$ cat src/rtl/debug_dump_tx.sv
// debug_dump_tx
//   Transmit side of the debug link. Once the pipeline has halted, the
//   processor state is serialized into the UART transmitter as one
//   fixed-order frame, with every word sent MSB first:
//     PC, cycle count, reg[0..31], and optionally mem[0..2^NB_MEM-1].
//
//   Build option:
//     DEBUG_DUMP_MEM_EN - when defined, the data-memory section is sent
//                         (648-byte frame). When undefined, the frame ends
//                         after reg[31] (136 bytes) and the memory read
//                         port outputs are tied to 0.
//
//   Ports:
//     i_clock            system clock, rising edge
//     i_reset            asynchronous active-low reset
//     i_start            dump request, sampled only in IDLE
//     i_program_counter  PC, captured on start
//     i_cant_cycles      executed-cycle count, captured on start
//     i_reg_data         register bank read data (1-cycle synchronous read)
//     i_mem_data         data memory read data (1-cycle synchronous read)
//     i_tx_done          UART byte-sent pulse
//     o_addr_reg         register read address
//     o_ctrl_read_reg    register bank read enable / debug override
//     o_addr_mem         data memory read address
//     o_ctrl_read_mem    data memory debug read enable
//     o_tx_start         one-cycle UART start pulse
//     o_tx_data          byte to transmit, held until i_tx_done
//     o_busy             high while a frame is in progress
//     o_done             one-cycle pulse after the final byte
module debug_dump_tx #(
  parameter int NB_DATA = 32,
  parameter int NB_REG  = 5,
  parameter int NB_MEM  = 7
) (
  input  logic               i_clock,
  input  logic               i_reset,
  input  logic               i_start,
  input  logic [NB_DATA-1:0] i_program_counter,
  input  logic [NB_DATA-1:0] i_cant_cycles,
  input  logic [NB_DATA-1:0] i_reg_data,
  input  logic [NB_DATA-1:0] i_mem_data,
  input  logic               i_tx_done,
  output logic [NB_REG-1:0]  o_addr_reg,
  output logic               o_ctrl_read_reg,
  output logic [NB_MEM-1:0]  o_addr_mem,
  output logic               o_ctrl_read_mem,
  output logic               o_tx_start,
  output logic [7:0]         o_tx_data,
  output logic               o_busy,
  output logic               o_done
);

  typedef enum logic [3:0] {
    IDLE,
    SEND_PC,
    SEND_CYC,
    REQ_REG,
    WAIT_REG,
    SEND_REG,
`ifdef DEBUG_DUMP_MEM_EN
    REQ_MEM,
    WAIT_MEM,
    SEND_MEM,
`endif
    DONE
  } state_t;

  state_t              state;
  logic [NB_DATA-1:0]  cyc_q;
  logic [NB_DATA-1:0]  sh_q;      // remaining bytes of the current word, MSB aligned
  logic [1:0]          byte_cnt;
  logic [NB_REG-1:0]   reg_idx;
  logic                in_send;
  logic                tx_ack;
  logic                word_last;

`ifdef DEBUG_DUMP_MEM_EN
  logic [NB_MEM-1:0]   mem_idx;
  assign o_addr_mem = mem_idx;
`else
  logic                unused_mem;
  assign o_addr_mem      = '0;
  assign o_ctrl_read_mem = 1'b0;
  assign unused_mem      = ^i_mem_data;
`endif

  assign o_addr_reg = reg_idx;

  // A done pulse only counts once the start pulse has dropped, so a
  // done coincident with o_tx_start is ignored.
  always_comb begin
    in_send = 1'b0;
    case (state)
      SEND_PC, SEND_CYC, SEND_REG: in_send = 1'b1;
`ifdef DEBUG_DUMP_MEM_EN
      SEND_MEM:                    in_send = 1'b1;
`endif
      default:                     in_send = 1'b0;
    endcase
    tx_ack    = in_send && !o_tx_start && i_tx_done;
    word_last = (byte_cnt == 2'd3);
  end

  always_ff @(posedge i_clock or negedge i_reset) begin
    if (!i_reset) begin
      state           <= IDLE;
      cyc_q           <= '0;
      sh_q            <= '0;
      byte_cnt        <= '0;
      reg_idx         <= '0;
      o_ctrl_read_reg <= 1'b0;
`ifdef DEBUG_DUMP_MEM_EN
      mem_idx         <= '0;
      o_ctrl_read_mem <= 1'b0;
`endif
      o_tx_start      <= 1'b0;
      o_tx_data       <= '0;
      o_busy          <= 1'b0;
      o_done          <= 1'b0;
    end else begin
      o_tx_start <= 1'b0;
      o_done     <= 1'b0;

      // Bytes 1..3 of a word come from the shift register in every SEND
      // state; the word-boundary action is state specific below.
      if (tx_ack) begin
        byte_cnt <= byte_cnt + 2'd1;
        if (!word_last) begin
          o_tx_start <= 1'b1;
          o_tx_data  <= sh_q[NB_DATA-1 -: 8];
          sh_q       <= sh_q << 8;
        end
      end

      case (state)
        IDLE: begin
          if (i_start) begin
            cyc_q      <= i_cant_cycles;
            sh_q       <= i_program_counter << 8;
            o_tx_data  <= i_program_counter[NB_DATA-1 -: 8];
            o_tx_start <= 1'b1;
            o_busy     <= 1'b1;
            byte_cnt   <= '0;
            reg_idx    <= '0;
`ifdef DEBUG_DUMP_MEM_EN
            mem_idx    <= '0;
`endif
            state      <= SEND_PC;
          end
        end

        SEND_PC: begin
          if (tx_ack && word_last) begin
            sh_q       <= cyc_q << 8;
            o_tx_data  <= cyc_q[NB_DATA-1 -: 8];
            o_tx_start <= 1'b1;
            state      <= SEND_CYC;
          end
        end

        SEND_CYC: begin
          if (tx_ack && word_last) begin
            o_ctrl_read_reg <= 1'b1;
            state           <= REQ_REG;
          end
        end

        REQ_REG: state <= WAIT_REG;

        WAIT_REG: begin
          sh_q       <= i_reg_data << 8;
          o_tx_data  <= i_reg_data[NB_DATA-1 -: 8];
          o_tx_start <= 1'b1;
          state      <= SEND_REG;
        end

        SEND_REG: begin
          if (tx_ack && word_last) begin
            if (reg_idx == '1) begin
              o_ctrl_read_reg <= 1'b0;
`ifdef DEBUG_DUMP_MEM_EN
              o_ctrl_read_mem <= 1'b1;
              state           <= REQ_MEM;
`else
              o_busy          <= 1'b0;
              o_done          <= 1'b1;
              state           <= DONE;
`endif
            end else begin
              reg_idx <= reg_idx + 1'b1;
              state   <= REQ_REG;
            end
          end
        end

`ifdef DEBUG_DUMP_MEM_EN
        REQ_MEM: state <= WAIT_MEM;

        WAIT_MEM: begin
          sh_q       <= i_mem_data << 8;
          o_tx_data  <= i_mem_data[NB_DATA-1 -: 8];
          o_tx_start <= 1'b1;
          state      <= SEND_MEM;
        end

        SEND_MEM: begin
          if (tx_ack && word_last) begin
            if (mem_idx == '1) begin
              o_ctrl_read_mem <= 1'b0;
              o_busy          <= 1'b0;
              o_done          <= 1'b1;
              state           <= DONE;
            end else begin
              mem_idx <= mem_idx + 1'b1;
              state   <= REQ_MEM;
            end
          end
        end
`endif

        // i_start is not looked at here; the next dump is taken from IDLE.
        DONE: state <= IDLE;

        default: state <= IDLE;
      endcase
    end
  end

endmodule

$ cat config.mk
export PLATFORM = sky130hd
export DESIGN_NAME = debug_dump_tx
export DESIGN_NICKNAME = d
export VERILOG_FILES = /design/src/rtl/debug_dump_tx.sv
export SDC_FILE = /design/constraint.sdc
export NUM_CORES = 1
export LEC_CHECK = 0
export CORE_UTILIZATION = 44
export CTS_CLUSTER_DIAMETER = 50
export DETAILED_ROUTE_END_ITERATION = 12
export GPL_TIMING_DRIVEN = 0
export MAX_ROUTING_LAYER = met4
export PLACE_DENSITY = 0.8
export SKIP_LAST_GASP = 1
export SYNTH_ARGS = -nofsm -noshare
export SYNTH_HDL_FRONTEND = slang
export SYNTH_SLANG_ARGS = --single-unit
export TNS_END_PERCENT = 50
$ cat constraint.sdc
create_clock -name i_clock -period 2.4 [get_ports i_clock]
set_clock_uncertainty 0.15 [all_clocks]
set_input_delay 0.72 -clock i_clock [delete_from_list [all_inputs] [get_ports i_clock]]
set_output_delay 0.72 -clock i_clock [all_outputs]
set_load 0.1 [all_outputs]
==> summary.md <==
| Metric | Value |
|---|---|
| Run status | complete, but fails checks |
| Failing checks | setup timing |
| Total grt overflow | 0 |
| RSZ-0062 raised after global routing | true |
| CTS root buf | clkbuf_8 |
| Nets | approximately 660 |
| Max_cap viols | 0 |
| Largest net degree at the start of global routing | 45 |
| Worst setup EP type | primary output |
| Critical path class | flop to primary output |
| Worst path max stage delay | 0.87 ns |
| All-Layer GR Usage | 24.9% |
| Maximum VDD drop | 0.338 mV |
| Max-slew headroom | between 30% and 40% |
| Antenna violations before repair | 0 |
| DIE WIDTH | ~97 µm |
| Worst-Skew Late Latency | roughly 0.35 ns |
| Most common cell after layout, fill and taps aside | nand2_1 |
| Synth warnings | 0 |
| 1st-pass router iterations | 5 |
| Final GP Congestion | between 0.8 and 0.9 |
| Ys flop type | dfrtp_1 |
| IO Pins | roughly 160 |
| Period utilization | 101% |
| Worst-path clk slew | around 0.080 ns |
| Chip height | ~97 µm |
| Min-Delay Path Class | input pin to async pin |
| CP Cell Sequence | dlygate4sd2_1 |
| R2R Setup Slk | between 0.2 and 0.25 ns |
| Number of synthesized flops with an enable pin | 0 |
| Gate count of the mapped netlist | about 380 |
| First-pass GRT wire length | between 15,000 and 20,000 µm |
| Comb pwr share | a little over two fifths |
| Drt drc | 0 |
| Commonest cells after routing, fill and taps aside | nand2_1 (104), clkdlybuf4s50_1 (98), dfrtp_1 (84) |
| Dpl hpwl | about 8000 µm |
| Site Rows | 34 |
| ANT cells | 0 |
| Core region area | 0.00876 mm² |
| Final min period | ~2.4 ns |
| H-tree levels | 3 |
| Pint | between 3 and 4 mW |
| Reg power frac | between 40% and 50% |
| Initial Util | 45.5% |
| Crit path buffers/inverters | 1 |
| Required @ worst endpoint | ~1.5 ns |
| Share of layout cells above drive strength 1 | a little over an eighth |
| Final instance area | roughly 0.0055 mm² |
| CP max-delay cell | dlygate4sd2_1 |
| DIE AREA | about 0.0095 mm² |
| Setup Viol. Count Final | 9 |
| Psw | about 2.4 mW |
| CP Max Fanout | 2 |
| CTS tree | built |
| CP Launch Type | flop |
| Register area share after synthesis | 53.9% |
| 1st-iter DRT viols | between 200 and 300 |
| Tightest Pin Transition | around 0.97 ns |
| Routed len/inst | ~18 µm |
| Clock network fraction of design power | between 10% and 20% |
| Final-report max-slew violation count | 0 |
| Placed Area | 0.00533 mm² |
| Antenna viol nets, final | 0 |
| Vias | about 3.4k |
| Vias per cell | 5.44 |
| Util after Layout | a little over three fifths |
| Leak | approximately 2.7 nW |
| I/O Buffers | 116 |
| Worst-case clock buffer depth | 2 |
| Syn avg cell area | between 10 and 15 µm² |
| # clock sinks | 86 |
| Flop and latch count out of synthesis | 86 |
| Worst EP arrival | approximately 1.6 ns |
| CTS buffer count | 9 |
| Final hold vios | 0 |
| PnR worst setup slack | -0.0337 ns |
| Biggest regs | cyc_q: 32 flops, sh_q: 32 flops, o_tx_data: 8 flops |
| F_max | about 410 MHz |
| Power density cells | slightly above 1000 mW/mm² |
| Vias in the first global route | roughly 3.5k |
| Synth-to-layout area growth | 39.0% |
| Worst path top cell family by delay | buffers and inverters |
| Syn Std Cell Area | between 0.003 and 0.004 mm² |
| Netlist cell types | 37 |
| Total Wirelength | approximately 11,000 µm |
| Async set-reset flop share out of synthesis | 100% |
| Switch share | 42.4% |
==> cell usage after synthesis (4+ instances only) <==
library cell  instances  area share, %
a222oi_1             32            8.0
and2_1                9            1.4
buf_2                11            1.4
buf_4                14            2.6
clkbuf_1              7           0.66
dfrtp_1              86             54
inv_1                 5           0.47
mux2i_1              34            8.5
nand2_1             104            9.8
nor2_1                5           0.47
nor3_1                4           0.50
o21ai_0               8            1.0
o21ai_1              30            3.8
==> metal layers <==
| layer | global-route usage, % | vias up | share of wire, % |
|---|---|---|---|
| li1 | - | 1625 | - |
| met1 | 32.6 | 1654 | 43 |
| met5 | - | - | 0 |
| met3 | 3.81 | 11 | 7.5 |
| met4 | 7.24 | 0 | 1.1 |
| met2 | 40.4 | 155 | 48 |
==> stage by stage <==
stage	instances	worst slack [ns]	total power, mW	TNS, ns	hold WS [ns]
floorplan	390	0.169	4.06	0	0.274
global placement	614	-2.83	4.73	-231.70	0.309
detailed placement	615	-0.375	4.83	-16.05	0.313
CTS	629	-0.134	5.67	-0.327	0.221
global route	633	-0.122	6.04	-1.39	0.233
finish	633	-0.0337	5.71	-0.152	0.200
==> area by class of cell <==
type,instances,area [µm²]
Clock buffer,12,145
Tap cell,108,135
Buffer,34,214
Multi-Input combinational cell,265,1650
Timing Repair Buffer,121,1210
Clock inverter,2,12.5
Inverter,5,18.8
Fill cell,751,3220
Sequential cell,86,2150
==> what timing repair did <==
item	CTS	global route
setup buffers	0	4
pin swaps	0	1
hold buffers	0	0
endpoints found under the setup margin	27	44
resized for setup	41	18
gates cloned	0	0
==> path summary, 6_finish.rpt <==
path | startpoint | end | cells past startpoint
max in group asynchronous | i_reset | sh_q[10] | 2
max | o_tx_data[6] | o_tx_data[6] | 1
min reg2reg | cyc_q[5] | cyc_q[5] | 2
max reg2reg | o_addr_reg[0] | o_addr_reg[0] | 6
min in group i_clock | cyc_q[5] | cyc_q[5] | 2
min | i_reset | sh_q[16] | 1
==> cell families (layout without fill, tap and decap cells) <==
family / count (synthesis) / in the layout / share of synthesized area [%]
XOR/XNOR: 3 / 3 / 0.659
multiplexers: 34 / 34 / 8.53
buffers and inverters: 39 / 174 / 5.55
AND/OR/NAND/NOR: 136 / 136 / 15.3
adder cells (fa/ha/maj): 3 / 3 / 0.941
flip-flops: 86 / 86 / 53.9
other: 1 / 8 / 0.0940
AO/OA/AOI/OAI: 81 / 81 / 15.0
==> power groups by stage <==
stage	Sequential [mW]	Clock (mW)	Combinational, mW
2_1_floorplan	2.78	0	1.28
3_3_place_gp	2.31	0	2.42
3_5_place_dp	2.34	0	2.49
4_1_cts	2.31	0.888	2.47
5_1_grt	2.37	0.959	2.71
6_report	2.32	0.878	2.51
No activity file was read; power rests on OpenSTA's default activity.
